===== src/rtl/sha256_sched_ctrl_pkg.sv =====
// Shared types and constants for the SHA-256 message-schedule sequencer.
package sha256_sched_ctrl_pkg;

    localparam int unsigned SHA256_WORDS  = 16;
    localparam int unsigned SHA256_ROUNDS = 64;

    localparam logic [3:0] LAST_WORD  = 4'(SHA256_WORDS - 1);
    localparam logic [5:0] LAST_ROUND = 6'(SHA256_ROUNDS - 1);

    typedef enum logic [2:0] {
        IDLE,
        CLEAR,
        LOAD,
        RUN,
        DONE
    } state_t;

endpackage


===== src/rtl/sha256_sched_ctrl_if.sv =====
// Message-in and W[t]-out valid/ready streams of the schedule sequencer.
interface sha256_sched_ctrl_if;

    logic        msg_valid;
    logic        msg_ready;
    logic [31:0] msg_data;

    logic        wt_valid;
    logic        wt_ready;
    logic [31:0] wt_data;
    logic [5:0]  wt_round;

    // master is the controller: it consumes message words and produces W[t]
    modport master (
        input  msg_valid, msg_data, wt_ready,
        output msg_ready, wt_valid, wt_data, wt_round
    );

    modport slave (
        output msg_valid, msg_data, wt_ready,
        input  msg_ready, wt_valid, wt_data, wt_round
    );

endinterface


===== src/rtl/sha256_slot_timer.sv =====
// Round-slot cycle counter: STN at the first slot cycle, slot_end at the last.
module sha256_slot_timer #(
    parameter int unsigned ROUND_CYCLES = 5
) (
    input  logic clk,
    input  logic reset_n,
    input  logic enable,
    input  logic restart,
    input  logic freeze,
    output logic stn_pulse,
    output logic slot_end
);

    localparam int unsigned K_W = $clog2(ROUND_CYCLES);
    localparam logic [K_W-1:0] K_LAST = K_W'(ROUND_CYCLES - 1);

    logic [K_W-1:0] k;

    // k parks at K_LAST until the round's W[t] is handed off and restart arrives
    always_ff @(posedge clk or negedge reset_n) begin
        if (!reset_n) begin
            k <= '0;
        end else if (restart) begin
            k <= '0;
        end else if (enable && !freeze && (k != K_LAST)) begin
            k <= k + 1'b1;
        end
    end

    assign stn_pulse = enable && (k == '0);
    assign slot_end  = enable && !freeze && (k == K_LAST);

endmodule


===== src/rtl/sha256_sched_ctrl.sv =====
// SHA-256 message-scheduler sequencer: clear, load M[0..15], step rounds 0..63, stream W[t].
// Optional busy-cycle counter enabled by defining SHA256_CTRL_PERF_EN.
module sha256_sched_ctrl
    import sha256_sched_ctrl_pkg::*;
#(
    parameter int unsigned ROUND_CYCLES = 5
) (
    input  logic                       clk,
    input  logic                       reset_n,
    sha256_sched_ctrl_if.master        bus,
    input  logic                       start,
    output logic [31:0]                sched_word,
    output logic [3:0]                 sched_addr,
    output logic                       sched_we,
    output logic                       sched_stn,
    output logic [5:0]                 sched_round_t,
    output logic                       sched_reset_new_block,
    input  logic [31:0]                sched_wt,
    output logic                       busy,
    output logic                       done,
    output logic [31:0]                perf_cycles
);

    if (ROUND_CYCLES < 5) begin : g_bad_round_cycles
        $error("sha256_sched_ctrl: ROUND_CYCLES must be >= 5");
    end

    state_t      state_q, state_d;
    logic [3:0]  word_idx;
    logic [5:0]  round;
    logic        wt_valid_q;
    logic [31:0] wt_data_q;
    logic [5:0]  wt_round_q;

    logic msg_accept, last_accept, wt_fire;
    logic stn_pulse, slot_end;

    assign msg_accept  = (state_q == LOAD) && bus.msg_valid;
    assign last_accept = msg_accept && (word_idx == LAST_WORD);
    assign wt_fire     = wt_valid_q && bus.wt_ready;

    sha256_slot_timer #(
        .ROUND_CYCLES (ROUND_CYCLES)
    ) u_slot_timer (
        .clk       (clk),
        .reset_n   (reset_n),
        .enable    (state_q == RUN),
        .restart   (last_accept || wt_fire),
        .freeze    (wt_valid_q),
        .stn_pulse (stn_pulse),
        .slot_end  (slot_end)
    );

    // NOTE: sequential state uses non-blocking assignments so every flop samples pre-edge values.
    always_ff @(posedge clk or negedge reset_n) begin
        if (!reset_n) begin
            state_q <= IDLE;
        end else begin
            state_q <= state_d;
        end
    end

    // NOTE: state_d is defaulted before the case so no path leaves it unassigned (no latch).
    always_comb begin
        state_d = state_q;
        case (state_q)
            IDLE:    if (start) state_d = CLEAR;
            CLEAR:   state_d = LOAD;
            LOAD:    if (last_accept) state_d = RUN;
            RUN:     if (wt_fire && (round == LAST_ROUND)) state_d = DONE;
            DONE:    state_d = IDLE;
            default: state_d = IDLE;
        endcase
    end

    always_ff @(posedge clk or negedge reset_n) begin
        if (!reset_n) begin
            word_idx   <= '0;
            round      <= '0;
            wt_valid_q <= 1'b0;
            wt_data_q  <= '0;
            wt_round_q <= '0;
        end else begin
            if (state_q == CLEAR) begin
                word_idx <= '0;
            end else if (msg_accept && (word_idx != LAST_WORD)) begin
                word_idx <= word_idx + 1'b1;
            end

            if ((state_q == CLEAR) || last_accept) begin
                round <= '0;
            end else if (wt_fire && (round != LAST_ROUND)) begin
                round <= round + 1'b1;
            end

            // W[t] is sampled once per slot; it stays put until compression takes it
            if (slot_end) begin
                wt_data_q  <= sched_wt;
                wt_round_q <= round;
                wt_valid_q <= 1'b1;
            end else if (wt_fire) begin
                wt_valid_q <= 1'b0;
            end
        end
    end

    always_comb begin
        busy                  = 1'b0;
        done                  = 1'b0;
        bus.msg_ready         = 1'b0;
        sched_we              = 1'b0;
        sched_addr            = '0;
        sched_word            = '0;
        sched_stn             = 1'b0;
        sched_round_t         = '0;
        sched_reset_new_block = 1'b1;
        case (state_q)
            CLEAR: begin
                busy                  = 1'b1;
                sched_reset_new_block = 1'b0;
            end
            LOAD: begin
                busy          = 1'b1;
                bus.msg_ready = 1'b1;
                sched_we      = bus.msg_valid;
                sched_addr    = bus.msg_valid ? word_idx : '0;
                sched_word    = bus.msg_valid ? bus.msg_data : '0;
            end
            RUN: begin
                busy          = 1'b1;
                sched_stn     = stn_pulse;
                sched_round_t = round;
            end
            DONE: begin
                busy          = 1'b1;
                done          = 1'b1;
                sched_round_t = round;
            end
            default: ;
        endcase
    end

    assign bus.wt_valid = wt_valid_q;
    assign bus.wt_data  = wt_data_q;
    assign bus.wt_round = wt_round_q;

`ifdef SHA256_CTRL_PERF_EN
    logic [31:0] perf_q;

    // The CLEAR cycle reloads zero, so a block reports its LOAD..DONE cycle count
    always_ff @(posedge clk or negedge reset_n) begin
        if (!reset_n) begin
            perf_q <= '0;
        end else if (state_q == CLEAR) begin
            perf_q <= '0;
        end else if ((state_q != IDLE) && (perf_q != '1)) begin
            perf_q <= perf_q + 1'b1;
        end
    end

    assign perf_cycles = perf_q;
`else
    assign perf_cycles = '0;
`endif

endmodule

===== src/flat_wrapper.sv =====
// flat-port wrapper written by rule: the top's interface ports become plain ports
module sha256_sched_ctrl_flat import sha256_sched_ctrl_pkg::*;
#(
    parameter int unsigned ROUND_CYCLES = 5
)
  (clk, reset_n, start, sched_word, sched_addr, sched_we, sched_stn, sched_round_t, sched_reset_new_block, sched_wt, busy, done, perf_cycles, bus_msg_valid, bus_msg_data, bus_wt_ready, bus_msg_ready, bus_wt_valid, bus_wt_data, bus_wt_round);
  sha256_sched_ctrl_if bus_i ();
  input  logic clk;
  input  logic reset_n;
  input  logic start;
  output logic [31:0] sched_word;
  output logic [3:0] sched_addr;
  output logic sched_we;
  output logic sched_stn;
  output logic [5:0] sched_round_t;
  output logic sched_reset_new_block;
  input  logic [31:0] sched_wt;
  output logic busy;
  output logic done;
  output logic [31:0] perf_cycles;
  input wire logic [$bits(bus_i.msg_valid)-1:0] bus_msg_valid;
  input wire logic [$bits(bus_i.msg_data)-1:0] bus_msg_data;
  input wire logic [$bits(bus_i.wt_ready)-1:0] bus_wt_ready;
  output wire logic [$bits(bus_i.msg_ready)-1:0] bus_msg_ready;
  output wire logic [$bits(bus_i.wt_valid)-1:0] bus_wt_valid;
  output wire logic [$bits(bus_i.wt_data)-1:0] bus_wt_data;
  output wire logic [$bits(bus_i.wt_round)-1:0] bus_wt_round;
  assign bus_i.msg_valid = bus_msg_valid;
  assign bus_i.msg_data = bus_msg_data;
  assign bus_i.wt_ready = bus_wt_ready;
  assign bus_msg_ready = bus_i.msg_ready;
  assign bus_wt_valid = bus_i.wt_valid;
  assign bus_wt_data = bus_i.wt_data;
  assign bus_wt_round = bus_i.wt_round;
  sha256_sched_ctrl #(.ROUND_CYCLES(ROUND_CYCLES)) u_core (.clk(clk), .reset_n(reset_n), .bus(bus_i), .start(start), .sched_word(sched_word), .sched_addr(sched_addr), .sched_we(sched_we), .sched_stn(sched_stn), .sched_round_t(sched_round_t), .sched_reset_new_block(sched_reset_new_block), .sched_wt(sched_wt), .busy(busy), .done(done), .perf_cycles(perf_cycles));
endmodule

===== config.mk =====
export PLATFORM = sky130hd
export DESIGN_NAME = sha256_sched_ctrl_flat
export DESIGN_NICKNAME = d
export VERILOG_FILES = /design/src/rtl/sha256_sched_ctrl_pkg.sv /design/src/rtl/sha256_sched_ctrl_if.sv /design/src/rtl/sha256_slot_timer.sv /design/src/rtl/sha256_sched_ctrl.sv /design/src/flat_wrapper.sv
export SDC_FILE = /design/constraint.sdc
export NUM_CORES = 1
export LEC_CHECK = 0
export BUFFER_PORTS_ARGS = -buffer_cell sky130_fd_sc_hd__buf_2
export CAP_MARGIN = 20
export CORE_MARGIN = 10
export CORE_UTILIZATION = 40
export CTS_BUF_LIST = sky130_fd_sc_hd__clkbuf_8
export CTS_CLUSTER_SIZE = 24
export DETAILED_ROUTE_END_ITERATION = 10
export PLACE_DENSITY = 0.77
export SYNTH_ARGS = -nofsm -noshare
export SYNTH_HDL_FRONTEND = slang
export SYNTH_SLANG_ARGS = --single-unit

===== constraint.sdc =====
create_clock -name clk -period 1.5 [get_ports clk]
set_input_delay 0.15 -clock clk [delete_from_list [all_inputs] [get_ports clk]]
set_output_delay 0.15 -clock clk [all_outputs]
set_load 0.05 [all_outputs]

; Word-level counts from Yosys, hierarchy flattened
; Cells that the tools add are included.
[word_totals]
elab_cells = 68
reg_bits = 55
out_inout_bits = 119
input_bits = 69
[classes]
n_mux = 23
n_addsub = 3
eq_ne = 13
reduce_logical = 22
[op_table]
columns = cell, n
row1 = 32-bit 2-to-1 mux, 2
row2 = 6-bit 2-to-1 mux, 3
row3 = 4-bit 2-to-1 mux, 4
row4 = 3-bit 2-to-1 mux, 5
row5 = 3-bit one-hot mux with 4 select lines, 1
row6 = 1-bit logical AND, 10
row7 = 1-bit 2-to-1 mux, 8
row8 = 2-bit nonzero test, 4
row9 = "6-bit by 1-bit adder with 6-bit output, second input constant", 1
row10 = "3-bit by 2-bit equality test with 1-bit output, second input constant", 2
row11 = "3-bit equality test, second input constant", 2
row12 = "6-bit equality test, second input constant", 1
row13 = 3-bit logical NOT, 2
row14 = "6-bit != test, second input constant", 1
row15 = "4-bit by 1-bit adder with 4-bit output, second input constant", 1
row16 = "4-bit equality test, second input constant", 1
row17 = "2-bit by 1-bit != test with 1-bit output, second input constant", 2
row18 = "4-bit != test, second input constant", 1
row19 = 4-bit OR reduction, 1
row20 = "3-bit by 1-bit adder with 3-bit output, second input constant", 1
row21 = "3-bit by 1-bit equality test with 1-bit output, second input constant", 1
row22 = "3-bit != test, second input constant", 1
row23 = 3-bit AND reduction, 1
row24 = 1-bit logical OR, 2
row25 = other kinds (3), 3

; Depth between registers and ports, before layout
[depth]
word_depth = 5
mapped_depth = 6
mapped_depth_nobuf = 6

; Modules after synthesis
; A second synthesis with hierarchy kept.
[unflattened]
hier_cells = 267
hier_area_um2 = 2989.1
[by_module_without_submodules]
columns = mod, area_per_inst_um2, seq_area_each_um2, cells_each, instances
row1 = sha256_sched_ctrl, 2768.9, 1301.2, 245, 1
row2 = sha256_slot_timer, 220.2, 75.1, 22, 1

; Worst setup path after synthesis
; No wires, ideal clock.
[synth_timing]
path_type = flip-flop to output port
from = reg u_core.u_slot_timer.k[0]
to = out sched_stn
required_ps = 1350
slack_ps = -898
stages_incl_launch_ff = 4
path_buffers = 0
t_arrival_ps = 2248
cell_sequence = dfrtp_1 > inv_1 > ha_1 > nor4b_1
[synth_between]
elab_chain_cells = 3
[synth_rtl]
columns = element, line_no
row1 = from (decl), sha256_slot_timer.sv:17  ; logic [K_W-1:0] k;
row2 = from (signal assigned), sha256_slot_timer.sv:26  ; k <= k + 1'b1;
row3 = 3-bit logical NOT, sha256_slot_timer.sv:30  ; assign stn_pulse = enable && (k == '0);
row4 = 1-bit logical AND, sha256_slot_timer.sv:30
row5 = 1-bit 2-to-1 mux, sha256_sched_ctrl.sv:117  ; case (state_q)
row6 = to (decl), flat_wrapper.sv:14  ; output logic sched_stn;
; Every way passes these cells.

; Worst setup path after layout
[layout_timing]
from = reg u_core.state_q[1]
to = reg u_core.wt_data_q[6] (netlist: u_core.bus.wt_data[6])
[layout_between]
elab_chain_cells = 3
[layout_rtl]
columns = element, line_no
row1 = from (decl), sha256_sched_ctrl.sv:28  ; state_t state_q, state_d;
row2 = from (signal assigned), sha256_sched_ctrl.sv:59  ; state_q <= state_d;
row3 = 3-bit by 2-bit equality test with 1-bit output, sha256_sched_ctrl.sv:47  ; .enable (state_q == RUN),
row4 = 1-bit logical AND (2 in a row), sha256_slot_timer.sv:31  ; assign slot_end = enable && !freeze && (k == K_LAST);
row5 = to (signal assigned), sha256_sched_ctrl.sv:98  ; wt_data_q <= sched_wt;
row6 = to (decl), sha256_sched_ctrl.sv:32  ; logic [31:0] wt_data_q;
; Every way passes these cells.
; A chain may end at the register's enable or synchronous reset.

==> results.json <==
{
  "num_rows": 31,
  "num_antenna_cells": 0,
  "finalWorstSetupSlack_ns": -0.3204,
  "clkSinkCount": 55,
  "wl_per_cell_um": 20.13,
  "synthToLayoutAreaGrowth_pct": 74.82,
  "syn_inst": 260,
  "r2r-start": "u_core.state_q[1]",
  "setup_viol": 98,
  "synth_top_family_by_area": "simple AND/OR/NAND/NOR gates",
  "grt_pass1_vias": 2965,
  "synth_xor_area_share_pct": 1.504,
  "cp_slowest_stage_delay_ns": 0.42,
  "nets": 538,
  "cts-root-buf": "clkbuf_8",
  "holdCritPathClass": "input pin to flop",
  "startpoint_type": "flop",
  "ys_seq_area_share_pct": 47.27,
  "grt_usage_pct": 18.77,
  "syn_area_mm2": 0.002912,
  "r2r-end": "u_core.bus.wt_data[6]",
  "dieHeight_um": 105.3,
  "dieArea_mm2": 0.01109,
  "drc": 0,
  "worstPathArrival_ns": 2.03,
  "synth_compound_gate_area_share_pct": 2.836,
  "dp.final_hpwl_mm": 7.199,
  "p_per_area_mw_per_mm2": 1973,
  "grt_max_degree": 21,
  "skew_ns": 0.005424,
  "htree_levels": 2,
  "gp_congestion": 0.7980,
  "ys_warn_count": 0,
  "hold_depth": 2,
  "synth_seq_cells": 55,
  "syn_area_per_cell_um2": 11.20,
  "max-cap-violations": 0,
  "cts.path.max_buffers": 2,
  "synthDistinctLibCells": 35,
  "fmax_mhz": 549.3,
  "core-area_mm2": 0.007176,
  "critPathTopFamily": "buffers and inverters",
  "p_leak_uw": 0.002618,
  "numPortBuffers": 155,
  "synthMuxAreaShare_pct": 16.54,
  "cp.required_ns": 1.71,
  "first_iter_violations": 93,
  "synthArstFlopShare_pct": 100.0,
  "hold_violations": 0,
  "antenna_found_initial": 0,
  "path_cells": "buf_4 > and4bb_4 > and3_4 > buf_6 > bufbuf_16 > mux2_4",
  "critPathMaxFanout": 5,
  "drtAntennaViolNets": 0,
  "drt-total-wl_mm": 11.38,
  "synth_edf_count": 0,
  "clk_pin_slew_ns": 0.10,
  "hold_path_startpoint": "sched_wt[17]",
  "routed_via_density": 4.844,
  "synth_ff_type": "dfrtp_1",
  "violations": "negative setup slack",
  "holdPathEnd": "u_core.bus.wt_data[17]",
  "cts_inserted_buffers": 5,
  "first_pass_iters": 4,
  "clkLatencyLatePin_ns": 0.32,
  "synth_fa_ha_area_share_pct": 1.719,
  "layout_commonest_cell": "buf_2",
  "dpl-instance-area_mm2": 0.004000,
  "fin_crit_ns": 1.820,
  "ios": 188,
  "rrSetupSlack_ns": -0.32,
  "rsz0062_at_grt": "true",
  "dp_cells": 528,
  "fin_crit_sh_pct": 121.4,
  "ir_drop_mv": 1.431,
  "final_cell_mix": "buf_2, dfrtp_1, buf_8, and2_4",
  "status": "complete, but fails checks",
  "yosys.area_share.simple_pct": 18.44,
  "path_buf_inv": 3,
  "slowest_stage": "dfrtp_2",
  "die_w_um": 105.3,
  "initial_core_util_pct": 40.58,
  "drive_gt1_share_pct": 69.31,
  "gr-total-overflow": 0,
  "num_vias": 2737,
  "r2r_cells": 6,
  "drv_slew": 0,
  "tritoncts": "done",
  "grt_pass1_wl_mm": 16.95,
  "fin_cells": 565,
  "setup.worst_path.class": "flop to flop",
  "cp-end-kind": "flop",
  "fin_area_mm2": 0.005090
}
-- per-stage QoR --
step	worst slack (ns)	hold slack (ns)	setup TNS [ns]	util, %	total power [uW]
after floorplan	-0.2377	-0.1456	-7.299	-	6330
after global placement	-0.06337	0.1217	-2.397	55.75	7485
after detailed placement	-0.1013	0.1279	-4.762	55.75	7629
after CTS	-0.3048	0.05284	-20.86	68.81	9705
after global routing	-0.3550	0.05238	-26.82	70.93	10460
final	-0.3204	0.05724	-23.10	70.93	10040
-- report_power, final --
group / internal, uW / switching [uW] / leakage [uW] / total [uW]
Clock: 541 / 497 / 0.0000612 / 1040
Combinational: 2640 / 3910 / 0.00186 / 6550
Sequential: 2040 / 412 / 0.000700 / 2450
Total: 5220 / 4820 / 0.00262 / 10000
-- cells by family after synthesis --
logic type      after synthesis
simple gates                 94
flops                        55
buf+inv                      47
mux                          40
compound gates               14
xor+xnor                      5
fa+ha+maj                     4
other cells                   1
-- final cells by class --
type | count | area [um2]
clock buffer | 6 | 82.58
clock inverter | 2 | 35.03
fill | 448 | 2086
inverter | 6 | 26.28
multi-input combinational | 189 | 1565
sequential | 55 | 1380
tap | 99 | 123.9
timing repair buffer | 208 | 1877
-- cell usage after synthesis (all sizes together) (2+ instances only) --
master  count  area [um2]
a21oi       8       40.04
and2       39       244.0
and3        3       23.77
and4bb      2       28.78
buf        38       302.8
clkbuf      3       11.26
dfrtp      55        1376
ha          4       50.05
inv         6       22.52
mux2       38       461.7
mux2i       2       20.02
nand2      13       48.80
nand3       8       40.04
nand4       2       12.51
nor2       13       48.80
nor2b       5       31.28
nor3        5       25.02
o21ai       2       10.01
xnor2       4       35.03
-- routing by layer --
metal  up-vias  global-route usage, %  wire length (um)
met2       142                  34.93              6083
li1       1211                      -                 -
met5         -                      0                 0
met3        25                  5.786               831
met4         0                  5.000               229
met1      1359                  19.96              4230
-- worst max path at each step --
stage                         from                     end  cells past startpoint
6_report         u_core.state_q[1]   u_core.bus.wt_data[6]                      6
4_1_cts          u_core.state_q[0]          sched_word[21]                      5
2_1_floorplan  u_core.bus.wt_valid  u_core.bus.wt_data[10]                      5
5_1_grt          u_core.state_q[1]   u_core.bus.wt_data[6]                      6
3_5_place_dp     u_core.state_q[2]  u_core.bus.wt_data[19]                      4
3_3_place_gp     u_core.state_q[2]  u_core.bus.wt_data[19]                      4
-- registers in the layout, summed over array words and instances, names as in the netlist --
signal	count
u_core.u_slot_timer.k	3
u_core.round	6
u_core.bus.wt_data	32
u_core.state_q	3
u_core.word_idx	4
u_core.bus.wt_round	6
u_core.bus.wt_valid	1
-- timing repair --
item                                   CTS  global route
setup endpoints to repair               87           101
endpoints found under the hold margin   18             0
hold buffers                             1             0
setup buffers                           13            10
pin swaps                               27             8
gates cloned                             6             1
gates resized for setup                166            22
No activity file was read; power rests on OpenSTA's default activity.
